### src/rtl/fetch_stage_if.sv
// Instruction-memory port of the IF stage. The master is the fetch unit and the slave is the memory.
`timescale 1ns/1ps
interface fetch_stage_if;
  // Request: the master holds imem_req_o/imem_addr_o stable until a cycle with imem_req_o & imem_gnt_i.
  // Response: imem_rvalid_i is in order, arrives >=1 cycle after grant, and is never backpressured.
  logic        imem_req_o;
  logic [31:0] imem_addr_o;
  logic        imem_gnt_i;
  logic        imem_rvalid_i;
  logic [31:0] imem_rdata_i;

  modport master (
    output imem_req_o, imem_addr_o,
    input  imem_gnt_i, imem_rvalid_i, imem_rdata_i
  );

  modport slave (
    input  imem_req_o, imem_addr_o,
    output imem_gnt_i, imem_rvalid_i, imem_rdata_i
  );
endinterface

### src/rtl/fetch_stage.sv
// RV32I IF stage: PC, credit-limited fetch issue, in-order response FIFO with tag queue, IF/ID register.
// Optional macro FETCH_MISALIGN_EXC_EN adds a misaligned-redirect exception and a HALT state.
`timescale 1ns/1ps
module fetch_stage #(
  parameter logic [31:0] RESET_PC   = 32'h0000_0000,
  parameter int          FIFO_DEPTH = 2
) (
  input  logic          clk_i,
  input  logic          rst_i,
  input  logic          stall_i,
  input  logic          flush_i,
  input  logic [31:0]   flush_pc_i,
  fetch_stage_if.master imem,
  output logic          ID_valid_o,
  output logic [31:0]   ID_instr_o,
  output logic [31:0]   ID_pc_o,
  output logic          ID_exc_o,
  output logic [1:0]    dbg_state_o
);
  localparam int AW = $clog2(FIFO_DEPTH);
  localparam int CW = AW + 1;
  localparam logic [31:0]   NOP     = 32'h0000_0013;
  localparam logic [CW-1:0] DEPTH_C = CW'(FIFO_DEPTH);

  typedef enum logic [1:0] {
    S_BOOT = 2'd0,
    S_RUN  = 2'd1
`ifdef FETCH_MISALIGN_EXC_EN
    , S_HALT = 2'd2
`endif
  } state_t;

  state_t        r_state, w_next_state;
  logic [31:0]   r_pc;
  logic [CW-1:0] r_out, r_discard, r_cnt;
  logic [AW-1:0] r_wr, r_rd, r_tag_wr, r_tag_rd;
  logic [31:0]   r_fifo_instr [FIFO_DEPTH];
  logic [31:0]   r_fifo_pc    [FIFO_DEPTH];
  logic [31:0]   r_tag        [FIFO_DEPTH];
  logic          r_id_valid;
  logic [31:0]   r_id_instr, r_id_pc;

  logic          w_req, w_gnt_fire, w_rv, w_keep, w_load_ok, w_bypass, w_push, w_pop;
  logic [31:0]   w_flush_target;
  logic [CW-1:0] w_out_nxt;

`ifdef FETCH_MISALIGN_EXC_EN
  logic r_exc_pending, r_id_exc, w_misalign;
  assign w_misalign     = flush_i & (flush_pc_i[1:0] != 2'b00);
  assign w_flush_target = flush_pc_i;
`else
  assign w_flush_target = flush_pc_i & 32'hFFFF_FFFC;
`endif

  // Responses arriving with outstanding==0 are strays (e.g. after a mid-flight reset) and are ignored.
  assign w_gnt_fire = w_req & imem.imem_gnt_i;
  assign w_rv       = imem.imem_rvalid_i & (r_out != '0);
  assign w_keep     = w_rv & (r_discard == '0) & ~flush_i;
  assign w_load_ok  = ~flush_i & ~stall_i;
  assign w_bypass   = w_load_ok & (r_cnt == '0) & w_keep;
  assign w_push     = w_keep & ~w_bypass;
  assign w_pop      = w_load_ok & (r_cnt != '0);
  assign w_out_nxt  = r_out + CW'(w_gnt_fire) - CW'(w_rv);

  always_ff @(posedge clk_i or negedge rst_i) begin
    if (!rst_i) r_state <= S_BOOT;
    else        r_state <= w_next_state;
  end

  always_comb begin
    w_next_state = r_state;
    case (r_state)
      S_BOOT: begin
        w_next_state = S_RUN;
`ifdef FETCH_MISALIGN_EXC_EN
        if (w_misalign) w_next_state = S_HALT;
`endif
      end
      S_RUN: begin
`ifdef FETCH_MISALIGN_EXC_EN
        if (w_misalign) w_next_state = S_HALT;
`endif
      end
`ifdef FETCH_MISALIGN_EXC_EN
      S_HALT: if (flush_i && !w_misalign) w_next_state = S_RUN;
`endif
      default: w_next_state = S_BOOT;
    endcase
  end

  // Credit rule: a request is only issued when its response is guaranteed a FIFO slot.
  always_comb begin
    w_req = 1'b0;
    if (r_state == S_RUN && (r_out + r_cnt) < DEPTH_C) w_req = 1'b1;
  end

  always_ff @(posedge clk_i or negedge rst_i) begin
    if (!rst_i) begin
      r_pc      <= RESET_PC;
      r_out     <= '0;
      r_discard <= '0;
      r_cnt     <= '0;
      r_wr      <= '0;
      r_rd      <= '0;
      r_tag_wr  <= '0;
      r_tag_rd  <= '0;
    end else begin
      r_out <= w_out_nxt;
      if (w_gnt_fire) r_tag_wr <= r_tag_wr + AW'(1);
      if (w_rv)       r_tag_rd <= r_tag_rd + AW'(1);
      if (flush_i) begin
        // Everything still in flight after this edge belongs to the wrong path.
        r_pc      <= w_flush_target;
        r_discard <= w_out_nxt;
        r_cnt     <= '0;
        r_wr      <= '0;
        r_rd      <= '0;
      end else begin
        if (w_gnt_fire) r_pc <= r_pc + 32'd4;
        if (w_rv && r_discard != '0) r_discard <= r_discard - CW'(1);
        r_cnt <= r_cnt + CW'(w_push) - CW'(w_pop);
        if (w_push) r_wr <= r_wr + AW'(1);
        if (w_pop)  r_rd <= r_rd + AW'(1);
      end
    end
  end

  always_ff @(posedge clk_i) begin
    if (w_gnt_fire) r_tag[r_tag_wr] <= r_pc;
    if (w_push) begin
      r_fifo_instr[r_wr] <= imem.imem_rdata_i;
      r_fifo_pc[r_wr]    <= r_tag[r_tag_rd];
    end
  end

  always_ff @(posedge clk_i or negedge rst_i) begin
    if (!rst_i) begin
      r_id_valid <= 1'b0;
      r_id_instr <= NOP;
      r_id_pc    <= 32'h0;
`ifdef FETCH_MISALIGN_EXC_EN
      r_id_exc      <= 1'b0;
      r_exc_pending <= 1'b0;
`endif
    end else if (flush_i) begin
      r_id_valid <= 1'b0;
      r_id_instr <= NOP;
`ifdef FETCH_MISALIGN_EXC_EN
      r_id_exc      <= 1'b0;
      r_exc_pending <= w_misalign;
`endif
    end else if (!stall_i) begin
      r_id_valid <= 1'b0;
      r_id_instr <= NOP;
`ifdef FETCH_MISALIGN_EXC_EN
      r_id_exc      <= 1'b0;
      r_exc_pending <= 1'b0;
      if (r_exc_pending) begin
        r_id_valid <= 1'b1;
        r_id_pc    <= r_pc;
        r_id_exc   <= 1'b1;
      end else
`endif
      if (r_cnt != '0) begin
        r_id_valid <= 1'b1;
        r_id_instr <= r_fifo_instr[r_rd];
        r_id_pc    <= r_fifo_pc[r_rd];
      end else if (w_keep) begin
        r_id_valid <= 1'b1;
        r_id_instr <= imem.imem_rdata_i;
        r_id_pc    <= r_tag[r_tag_rd];
      end
    end
  end

  assign imem.imem_req_o  = w_req;
  assign imem.imem_addr_o = r_pc;
  assign ID_valid_o       = r_id_valid;
  assign ID_instr_o       = r_id_instr;
  assign ID_pc_o          = r_id_pc;
  assign dbg_state_o      = r_state;
`ifdef FETCH_MISALIGN_EXC_EN
  assign ID_exc_o = r_id_exc;
`else
  assign ID_exc_o = 1'b0;
`endif
endmodule

### src/flat_wrapper.sv
// flat-port wrapper written by rule: the top's interface ports become plain ports
module fetch_stage_flat 
#(
  parameter logic [31:0] RESET_PC   = 32'h0000_0000,
  parameter int          FIFO_DEPTH = 2
)
  (clk_i, rst_i, stall_i, flush_i, flush_pc_i, ID_valid_o, ID_instr_o, ID_pc_o, ID_exc_o, dbg_state_o, imem_imem_req_o, imem_imem_addr_o, imem_imem_gnt_i, imem_imem_rvalid_i, imem_imem_rdata_i);
  fetch_stage_if imem_i ();
  input  logic clk_i;
  input  logic rst_i;
  input  logic stall_i;
  input  logic flush_i;
  input  logic [31:0] flush_pc_i;
  output logic ID_valid_o;
  output logic [31:0] ID_instr_o;
  output logic [31:0] ID_pc_o;
  output logic ID_exc_o;
  output logic [1:0] dbg_state_o;
  output wire logic [$bits(imem_i.imem_req_o)-1:0] imem_imem_req_o;
  output wire logic [$bits(imem_i.imem_addr_o)-1:0] imem_imem_addr_o;
  input wire logic [$bits(imem_i.imem_gnt_i)-1:0] imem_imem_gnt_i;
  input wire logic [$bits(imem_i.imem_rvalid_i)-1:0] imem_imem_rvalid_i;
  input wire logic [$bits(imem_i.imem_rdata_i)-1:0] imem_imem_rdata_i;
  assign imem_imem_req_o = imem_i.imem_req_o;
  assign imem_imem_addr_o = imem_i.imem_addr_o;
  assign imem_i.imem_gnt_i = imem_imem_gnt_i;
  assign imem_i.imem_rvalid_i = imem_imem_rvalid_i;
  assign imem_i.imem_rdata_i = imem_imem_rdata_i;
  fetch_stage #(.RESET_PC(RESET_PC), .FIFO_DEPTH(FIFO_DEPTH)) u_core (.clk_i(clk_i), .rst_i(rst_i), .stall_i(stall_i), .flush_i(flush_i), .flush_pc_i(flush_pc_i), .imem(imem_i), .ID_valid_o(ID_valid_o), .ID_instr_o(ID_instr_o), .ID_pc_o(ID_pc_o), .ID_exc_o(ID_exc_o), .dbg_state_o(dbg_state_o));
endmodule
### config.mk
export PLATFORM = sky130hd
export DESIGN_NAME = fetch_stage_flat
export DESIGN_NICKNAME = d
export VERILOG_FILES = /design/src/rtl/fetch_stage_if.sv /design/src/rtl/fetch_stage.sv /design/src/flat_wrapper.sv
export SDC_FILE = /design/constraint.sdc
export NUM_CORES = 1
export LEC_CHECK = 0
export CORE_ASPECT_RATIO = 1.5
export CORE_MARGIN = 2
export CORE_UTILIZATION = 30
export CTS_BUF_LIST = sky130_fd_sc_hd__clkbuf_4
export CTS_CLUSTER_DIAMETER = 40
export DETAILED_ROUTE_END_ITERATION = 12
export GPL_TIMING_DRIVEN = 0
export MAX_ROUTING_LAYER = met4
export PLACE_DENSITY = 0.61
export SYNTH_ARGS = -nofsm -noshare
export SYNTH_HDL_FRONTEND = slang
export SYNTH_SLANG_ARGS = --single-unit
### constraint.sdc
create_clock -name clk_i -period 8.3 [get_ports clk_i]
set_input_delay 0.83 -clock clk_i [delete_from_list [all_inputs] [get_ports clk_i]]
set_output_delay 0.83 -clock clk_i [all_outputs]
set_load 0.05 [all_outputs]
After elaboration in Yosys (flattened, before gate mapping)
Memories as Yosys holds them, arrays and structs flattened.
Index checks and enable logic that the tools add are counted.
Widths: inputs -> output; s select.
{"block": "word_totals", "latchBits": 0, "romBits": 0, "register_bits": 109, "mem_bits_rw": 192, "input_bits": 70, "memories": 3}
{"memory": "u_core.r_fifo_instr", "depth": 2, "width": 32, "read_ports": 1, "rd_clocked_by_memory_dff": 0, "write_ports": 1, "line": "fetch_stage.sv:37", "rtl": "logic [31:0] r_fifo_instr [FIFO_DEPTH];"}
{"memory": "u_core.r_fifo_pc", "depth": 2, "width": 32, "read_ports": 1, "rd_clocked_by_memory_dff": 0, "write_ports": 1, "line": "fetch_stage.sv:38", "rtl": "logic [31:0] r_fifo_pc [FIFO_DEPTH];"}
{"memory": "u_core.r_tag", "depth": 2, "width": 32, "read_ports": 1, "rd_clocked_by_memory_dff": 0, "write_ports": 1, "line": "fetch_stage.sv:39", "rtl": "logic [31:0] r_tag [FIFO_DEPTH];"}
{"block": "op_classes", "n_lt_le_gt_ge": 1, "n_eq_ne": 2, "reduce_logical": 14, "mul": 0, "bitwise_logic": 12, "n_shift": 0, "div_mod_pow": 0, "n_addsub": 11, "muxes": 25}
{"cell": "$mux 32", "n": 8}
{"cell": "$add 32x3->32 const B", "n": 1}
{"cell": "$reduce_bool 2->1", "n": 8}
{"cell": "$mux 1", "n": 13}
{"cell": "$and 1x1->1", "n": 9}
{"cell": "$logic_not 2->1", "n": 3}
{"cell": "$mux 2", "n": 3}
{"cell": "$add 1x1->1 const B", "n": 4}
{"cell": "$add 2x1->2", "n": 2}
{"cell": "$pmux 2 s2", "n": 1}
{"cell": "$sub 2x1->2", "n": 2}
{"cell": "$not 1->1", "n": 3}
{"cell": "$reduce_and 3->1", "n": 1}
{"cell": "$add 2x2->2", "n": 1}
{"cell": "$eq 2x1->1 const B", "n": 1}
{"cell": "$logic_and 1x1->1", "n": 2}
{"cell": "$lt 2x2->1 const B", "n": 1}
{"cell": "$ne 2x1->1 const B", "n": 1}
{"cell": "$sub 2x1->2 const B", "n": 1}

Logic depth before layout (Yosys ltp)
Gate-level depths: netlist (run 1).
{"block": "depth", "depth_word": 10, "ltp_mapped": 9, "ltp_nobuf": 8}

Worst setup path before layout (run 1)
No wires, ideal clock.
{"block": "synth_path", "path_kind": "input-to-reg", "start": "in flush_i", "end": "mem u_core.r_fifo_instr[0][0] (enable)", "required_time_ps": 7665, "n_path_buf": 2, "cell_stages": 3, "arrival_time_ps": 7189, "slack_ps": 476, "path_cell_list": "clkbuf_1 clkbuf_1 nor4_1"}
{"block": "synth_via", "elab_chain_len": 8}
{"item": "start: declaration", "line": "flat_wrapper.sv:12", "rtl": "input logic flush_i;"}
{"item": "$not 1->1 (no line) (*)"}
{"item": "$and 1x1->1", "line": "fetch_stage.sv:59", "rtl": "assign w_load_ok = ~flush_i & ~stall_i;"}
{"item": "$and 1x1->1 (2 in series)", "line": "fetch_stage.sv:60", "rtl": "assign w_bypass = w_load_ok & (r_cnt == '0) & w_keep;"}
{"item": "$not 1->1", "line": "fetch_stage.sv:61", "rtl": "assign w_push = w_keep & ~w_bypass;"}
{"item": "$and 1x1->1 (*)", "line": "fetch_stage.sv:61"}
{"item": "$mux 1 (*)", "line": "fetch_stage.sv:130", "rtl": "if (w_push) begin"}
{"item": "$mux 1 (implied by the code) (*)", "line": "fetch_stage.sv:131", "rtl": "r_fifo_instr[r_wr] <= imem.imem_rdata_i;"}
{"item": "end: declaration", "line": "fetch_stage.sv:37"}
Mark *: on every way between the ends. The rest lies on a longest branch, timed or not.

Worst setup path after layout (run 1)
{"block": "layout_path", "start": "reg u_core.r_cnt[1]", "end": "out imem_imem_req_o"}
{"block": "layout_via", "elab_chain_len": 4}
{"item": "start: declaration", "line": "fetch_stage.sv:35", "rtl": "logic [CW-1:0] r_out, r_discard, r_cnt;"}
{"item": "start signal: assignment", "line": "fetch_stage.sv:121", "rtl": "r_cnt <= r_cnt + CW'(w_push) - CW'(w_pop);"}
{"item": "$add 2x2->2", "line": "fetch_stage.sv:94", "rtl": "if (r_state == S_RUN && (r_out + r_cnt) < DEPTH_C) w_req = 1'b1;"}
{"item": "$lt 2x2->1", "line": "fetch_stage.sv:94"}
{"item": "$logic_and 1x1->1", "line": "fetch_stage.sv:94"}
{"item": "$mux 1", "line": "fetch_stage.sv:94"}
{"item": "end: declaration", "line": "flat_wrapper.sv:19", "rtl": "output wire logic [$bits(imem_i.imem_req_o)-1:0] imem_imem_req_o;"}
Every way passes these cells.

==> results of run 1 <==
-- through the flow --
step	utilization, %	instances	setup TNS, ns	power (mW)	cell area (sq um)
after floorplan	-	843	0	2.65	11700
after global placement	36.3	1500	-284.98	3.09	13900
after detailed placement	36.8	1514	0	3.11	14100
after CTS	39.4	1645	0	4.44	15200
after global routing	39.4	1647	0	4.61	15200
final	39.4	1647	0	4.36	15200
-- cell families (layout without fill, tap and decap cells) --
group,after synthesis,in the layout,synth area share [%]
fa+ha+maj,6,6,0.643
other cells,2,9,0.0643
buf+inv,64,371,2.27
xor+xnor,33,33,2.54
simple gates,193,193,7.48
mux,94,94,8.39
flops,288,288,69.7
compound gates,158,158,8.95
-- flip-flops by register name (all words and copies together), names as in the netlist --
register and cells:
u_core.r_fifo_instr 64, u_core.r_fifo_pc 60, u_core.r_tag 60, u_core.ID_instr_o 32, u_core.ID_pc_o 30, u_core.imem.imem_addr_o 30, u_core.r_cnt 2, u_core.r_discard 2
u_core.r_out 2, u_core.ID_valid_o 1, u_core.dbg_state_o 1, u_core.r_rd 1, u_core.r_tag_rd 1, u_core.r_tag_wr 1, u_core.r_wr 1
-- critical path, stage by stage (launching register included) --
cell	delay [ns]
dfrtp_1	0.35
buf_2	0.17
xnor2_2	0.34
xor2_1	0.55
nor2b_1	0.11
clkdlybuf4s50_1	0.72
-- power breakdown --
part / internal (mW) / switching (mW) / total [mW]
combinational: 0.424 / 0.791 / 1.21
clock: 0.734 / 0.563 / 1.30
sequential: 1.75 / 0.103 / 1.85
-- routing by layer --
layer,track usage [%],vias to the layer above
met5,-,-
met4,7.01,0
met3,3.39,51
met2,27.2,227
met1,16.2,3807
li1,-,3674
-- worst max-delay path by stage --
stage          cells after the start            start  slack (ns)                         end
6_report                           5  u_core.r_cnt[1]        4.49             imem_imem_req_o
5_1_grt                            5  u_core.r_cnt[1]        4.30             imem_imem_req_o
4_1_cts                            5  u_core.r_cnt[1]        4.40             imem_imem_req_o
3_5_place_dp                       8          flush_i        4.39  u_core.r_fifo_instr[0][31]
3_3_place_gp                       4          flush_i       -4.60  u_core.r_fifo_instr[0][31]
2_1_floorplan                      3          flush_i        0.48   u_core.r_fifo_instr[0][0]
-- Yosys cell counts, types with 2 or more instances --
cell	instances	share of area, %
or3_2	2	0.13
a21oi_1	31	1.3
edfxtp_1	184	47
ha_1	6	0.64
nand4_1	6	0.32
nand3_1	8	0.34
nor2b_1	4	0.21
and3_1	4	0.21
o21a_1	3	0.19
mux2i_1	63	5.4
nor3_1	11	0.47
dfstp_2	3	0.68
and2_1	4	0.21
o21ai_0	67	2.9
o211ai_1	3	0.19
a221o_1	30	2.6
clkbuf_1	34	1.1
o2111ai_1	15	1.1
buf_1	8	0.26
buf_4	6	0.39
or3_1	2	0.11
a31oi_1	4	0.21
nand2_1	66	2.1
mux2_2	31	3.0
xnor2_1	16	1.2
conb_1	2	0.064
buf_2	2	0.086
dfrtp_1	101	22
inv_1	13	0.42
nor2_1	73	2.3
xor2_1	16	1.2
nor4_1	5	0.27
-- cell type report --
type / instances / area, sq um / share of cell area [%]
inverter: 14 / 52.6 / 0.347
multi-input combinational: 491 / 3310 / 21.8
timing repair buffer: 177 / 1810 / 11.9
buffer: 50 / 213 / 1.40
sequential: 288 / 8130 / 53.6
tap: 495 / 619 / 4.09
antenna: 2 / 5.00 / 0.0330
clock inverter: 19 / 185 / 1.22
clock buffer: 111 / 833 / 5.50
-- timing repair --
item | in CTS | in global routing
hold buffers | 1 | 0
endpoints found under the hold margin | 39 | 0
endpoints found under the setup margin | 0 | 0
resized for setup | 0 | 0
==> metrics.log, run 1 <==
INFO  metric fin_worst_hold_slack = 0.478 ns
INFO  metric antenna_found_initial = 2
INFO  metric clock_tree_from_tritoncts = done
INFO  metric routedLengthMet1 = 11300 microns
INFO  metric synth-async-reset-ratio = 36.1%
INFO  metric firstDrtPassIters = 4
INFO  metric vdd_ir_drop_max = 0.101 mV
INFO  metric final_common_cell = edfxtp_1
INFO  metric crit_path_start_kind = flip-flop
INFO  metric r2r_end = u_core.r_tag[1][18]
INFO  metric r2r_setup_slack = ~5.6 ns
INFO  metric tightest_slew = 0.889 ns
INFO  metric fp-row-count = 88
INFO  metric holdCritPathClass = reg -> reg
INFO  metric first_iter_violations = 380
INFO  metric post_detailed_route_wirelength_per_cell = between 15 and 20 microns
INFO  metric main_synth_ff_type = edfxtp_1
INFO  metric gp_congestion = roughly 0.85
INFO  metric synthesized_instance_count = 838
INFO  metric synth.yosys.seq_area_share = 69.7%
INFO  metric fillerInstances = 3677
INFO  metric cap_viol_max_count = 0
INFO  metric grt_pass1_vias = 8114
INFO  metric io_buffers = 162
INFO  metric drc_violations = 0
INFO  metric global_route.usage.total = between 10% and 20%
INFO  metric report.final.slew_viol_count = 0
INFO  metric postSynthRegisterBits = between 200 and 300
INFO  metric num_vias = 7759
INFO  metric drt_via_density = 4.71
INFO  metric hold_depth = 2
INFO  metric achievable-frequency = between 200 and 300 MHz
INFO  metric cts-buffers-inserted = a little over 70
INFO  metric timing.critical_path.to_type = output port
INFO  metric drt.antenna.violating_nets = 0
INFO  metric postRouteWirelength = 29600 microns
INFO  metric depth_of_the_most_critical_reg_to_reg_path = 6
INFO  metric setup_violations = 0
INFO  metric timing.clock.skew = 0.0420 ns
INFO  metric dieArea = 40500 sq um
INFO  metric timing.critical_path.arrival = 2.98 ns
INFO  metric netlist_area_before_placement = 11700 sq um
INFO  metric clock_insertion_delay_worst_skew = 0.75 ns
INFO  metric criticalPathCategory = reg -> out
INFO  metric io-pin-count = 171
INFO  metric pwrdens = ~290 nW/um^2
INFO  metric dr_wl_met2 = 16100 microns
INFO  metric worstHoldEndpoint = u_core.ID_pc_o[27]
INFO  metric post-route-min-period = 3.81 ns
INFO  metric floorplan.core_area = a little under 40000 sq um
INFO  metric finalCritPeriodShare = 45.9%
INFO  metric cts_max_level = 3
INFO  metric top_layer = met4
INFO  metric critical_path.reg2reg.startpoint = u_core.r_cnt[1]
INFO  metric cts.clk_slew.worst_paths = roughly 0.06 ns
INFO  metric post-dp-hpwl = ~21000 microns
INFO  metric slew-limit-headroom = 40.8%
INFO  metric outcome = finished, final reports clean
INFO  metric die_height = 246 microns
INFO  metric fraction_of_final_layout_cells_sized_beyond_drive_strength_1 = 16.3%
INFO  metric yosys_warnings = 0
INFO  metric area_growth = 29.9%
INFO  metric cts.repair_timing.setup_buffer_count = 0
INFO  metric setup_ws = 4.49 ns
INFO  metric avgSynthCellArea = 13.9 sq um
INFO  metric clock_sinks = 288
INFO  metric grt_setup_unrepaired = false
INFO  metric cellLeakagePower = 5.51 nW
INFO  metric synth_enable_flop_cells = 184
INFO  metric wl_met3 = 1500 microns
INFO  metric clk_path_buf_depth = 3
INFO  metric grt_pass1_wl = roughly 45000 microns
INFO  metric post-place-ws = 4.39 ns
INFO  metric final-hold-violation-count = 0
INFO  metric globalRouteOverflowTotal = 0
INFO  metric floorplan.initialDensity = between 30% and 40%
INFO  metric dieWidth = 165 microns
INFO  metric final_nets = around 1200
INFO  metric grt_start_max_net_pins = 63
INFO  metric layout_common_cells = edfxtp_1 (184), clkdlybuf4s50_1 (161), clkbuf_4 (111)
INFO  metric cp_data_required_time = 7.47 ns
INFO  metric hold_path_startpoint = u_core.ID_pc_o[27]
INFO  metric clk_root_buffer_cell = clkbuf_4
INFO  metric synthDistinctLibCells = 47
INFO  metric critical_path.max_fanout = 7
Power figures use the tool's default switching activity.
==> inputs of run 2 (changes only) <==
Clock period 8.3 ns to 3.97 ns, I/O delays scaled along.
==> metrics.log, run 2 (synthesis results as in run 1) <==
INFO  metric post-dp-hpwl = 20800 microns
INFO  metric firstDrtPassIters = 5
INFO  metric regMostFlops = u_core.r_fifo_instr
INFO  metric depth_of_the_most_critical_reg_to_reg_path = 7
INFO  metric io_buffers = 162
INFO  metric crit_path_start_kind = flip-flop
INFO  metric holdCritPathClass = in -> async
INFO  metric final-hold-violation-count = 0
INFO  metric cp_num_buf_inv = 2
INFO  metric post-route-min-period = 3.28 ns
INFO  metric achievable-frequency = slightly above 300 MHz
INFO  metric globalRouteOverflowTotal = 0
INFO  metric fp-row-count = 88
INFO  metric cp_data_required_time = 3.57 ns
INFO  metric top_regs = u_core.r_fifo_instr (64), u_core.r_fifo_pc (60), u_core.r_tag (60)
INFO  metric critical_path.max_fanout = 7
INFO  metric critical_path_depth = 5
INFO  metric post_cts_resize_count = 0
INFO  metric fraction_of_final_layout_cells_sized_beyond_drive_strength_1 = between 10% and 20%
INFO  metric outcome = finished, final reports clean
INFO  metric timing.critical_path.to_type = output port
INFO  metric final_common_cell = edfxtp_1
INFO  metric r2r_end = u_core.ID_instr_o[5]
INFO  metric drt.antenna.violating_nets = 0
INFO  metric global_route.usage.total = 15.1%
INFO  metric timing.critical_path.from = u_core.r_cnt[1]
INFO  metric worstPathCellList = buf_2, xnor2_2, xor2_1, nor2b_1, clkdlybuf4s50_1
INFO  metric floorplan.core_area = 38400 sq um
INFO  metric report.final.slew_viol_count = 0
INFO  metric area_growth = 29.4%
INFO  metric tightest_slew = 0.958 ns
INFO  metric timing.critical_path.arrival = about 2.9 ns
INFO  metric io-pin-count = 171
INFO  metric clock_insertion_delay_worst_skew = 0.73 ns
INFO  metric crit_family = buffers and inverters
INFO  metric r2r_setup_slack = 1.31 ns
INFO  metric drc_violations = 0
INFO  metric first_iter_violations = 507
INFO  metric dieArea = 40500 sq um
INFO  metric cap_viol_max_count = 0
INFO  metric fin_worst_hold_slack = 0.167 ns
INFO  metric final_nets = 1167
INFO  metric clk_root_buffer_cell = clkbuf_4
INFO  metric fillerInstances = 3629
INFO  metric postRouteWirelength = 29400 microns
INFO  metric antenna_found_initial = 2
INFO  metric grt_pass1_vias = roughly 8000
INFO  metric crit_slowest_cell = clkdlybuf4s50_1
INFO  metric clk_path_buf_depth = 3
INFO  metric layout_common_cells = edfxtp_1 (184), clkdlybuf4s50_1 (161), clkbuf_4 (111)
INFO  metric flip_flop_count_of_the_largest_register_after_layout = 64
INFO  metric floorplan.initialDensity = 30.4%
INFO  metric post_detailed_route_wirelength_per_cell = 17.8 microns
INFO  metric clock_sinks = 288
INFO  metric cts-buffers-inserted = 73
INFO  metric finalCritPeriodShare = 82.6%
INFO  metric timing.critical_path.to = imem_imem_req_o
INFO  metric num_vias = around 7700
INFO  metric slew-limit-headroom = 35.7%
INFO  metric drt_via_density = 4.65
INFO  metric grt_setup_unrepaired = false
INFO  metric dieWidth = 165 microns
INFO  metric crit_path_max_incr_delay = slightly above 0.7 ns
INFO  metric cts_max_level = 3
INFO  metric critical_path.reg2reg.startpoint = u_core.r_out[1]
INFO  metric grt_start_max_net_pins = 67
INFO  metric final_util = between 30% and 40%
INFO  metric cellLeakagePower = 5.47 nW
INFO  metric gp_congestion = 0.836
INFO  metric vdd_ir_drop_max = 0.194 mV
INFO  metric die_height = ~250 microns
INFO  metric setup_violations = 0
INFO  metric criticalPathCategory = reg -> out
INFO  metric timing.clock.skew = 0.0543 ns
INFO  metric grt_pass1_wl = 44600 microns
INFO  metric pwrdens = 592 nW/um^2
INFO  metric clock_tree_from_tritoncts = done
INFO  metric cts.clk_slew.worst_paths = 0.07 ns
-- run 2: cell count changes in the layout (fill, tap and decap cells not counted), sizes merged --
cell      delta
clkinv       +6
clkinvlp     -1
inv          +3
buf          -4
bufinv       -3
-- run 2: per-layer routing --
layer,vias up,wire length [microns],track usage [%]
met1,3734,11300,15.7
met3,43,1570,3.51
li1,3655,-,-
met2,225,15900,27.0
met5,-,0,-
met4,0,608,6.09
-- run 2: power by group --
part	total [mW]	internal [mW]	switching (mW)
combinational	2.54	0.889	1.65
sequential	3.86	3.65	0.212
clock	2.54	1.35	1.19
-- run 2: worst min path at each step --
stage | from | endpoint | slack (ns)
4_1_cts | rst_i | u_core.ID_pc_o[24] | 0.09
3_3_place_gp | u_core.ID_pc_o[31] | u_core.ID_pc_o[31] | 0.47
6_report | rst_i | u_core.ID_pc_o[24] | 0.17
2_1_floorplan | rst_i | u_core.ID_instr_o[10] | 0.10
5_1_grt | rst_i | u_core.ID_pc_o[24] | 0.14
3_5_place_dp | rst_i | u_core.imem.imem_addr_o[25] | 0.35
-- run 2: layout make-up --
| type | instances | area, sq um | area share [%] |
|---|---|---|---|
| clock inverter | 24 | 123 | 0.812 |
| clock buffer | 111 | 833 | 5.52 |
| inverter | 14 | 52.6 | 0.348 |
| tap | 495 | 619 | 4.10 |
| timing repair buffer | 173 | 1810 | 12.0 |
| buffer | 50 | 213 | 1.41 |
| multi-input combinational | 491 | 3320 | 22.0 |
| sequential | 288 | 8130 | 53.8 |
| antenna | 2 | 5.00 | 0.0331 |
-- run 2: timing repair --
item / 4_1_cts / 5_1_grt
endpoints found under the hold margin: 86 / 0
setup buffers: 0 / 0
hold buffers: 1 / 0
-- run 2: stage by stage --
stage / power, mW / setup TNS, ns / instances / worst slack [ns] / cell area (sq um)
floorplan: 5.53 / 0 / 843 / 0.435 / 11700
global placement: 6.45 / -387.59 / 1500 / -2.03 / 13900
detailed placement: 6.50 / 0 / 1510 / 0.601 / 14100
CTS: 9.10 / 0 / 1646 / 0.600 / 15100
global route: 9.44 / 0 / 1648 / 0.520 / 15100
finish: 8.94 / 0 / 1648 / 0.693 / 15100
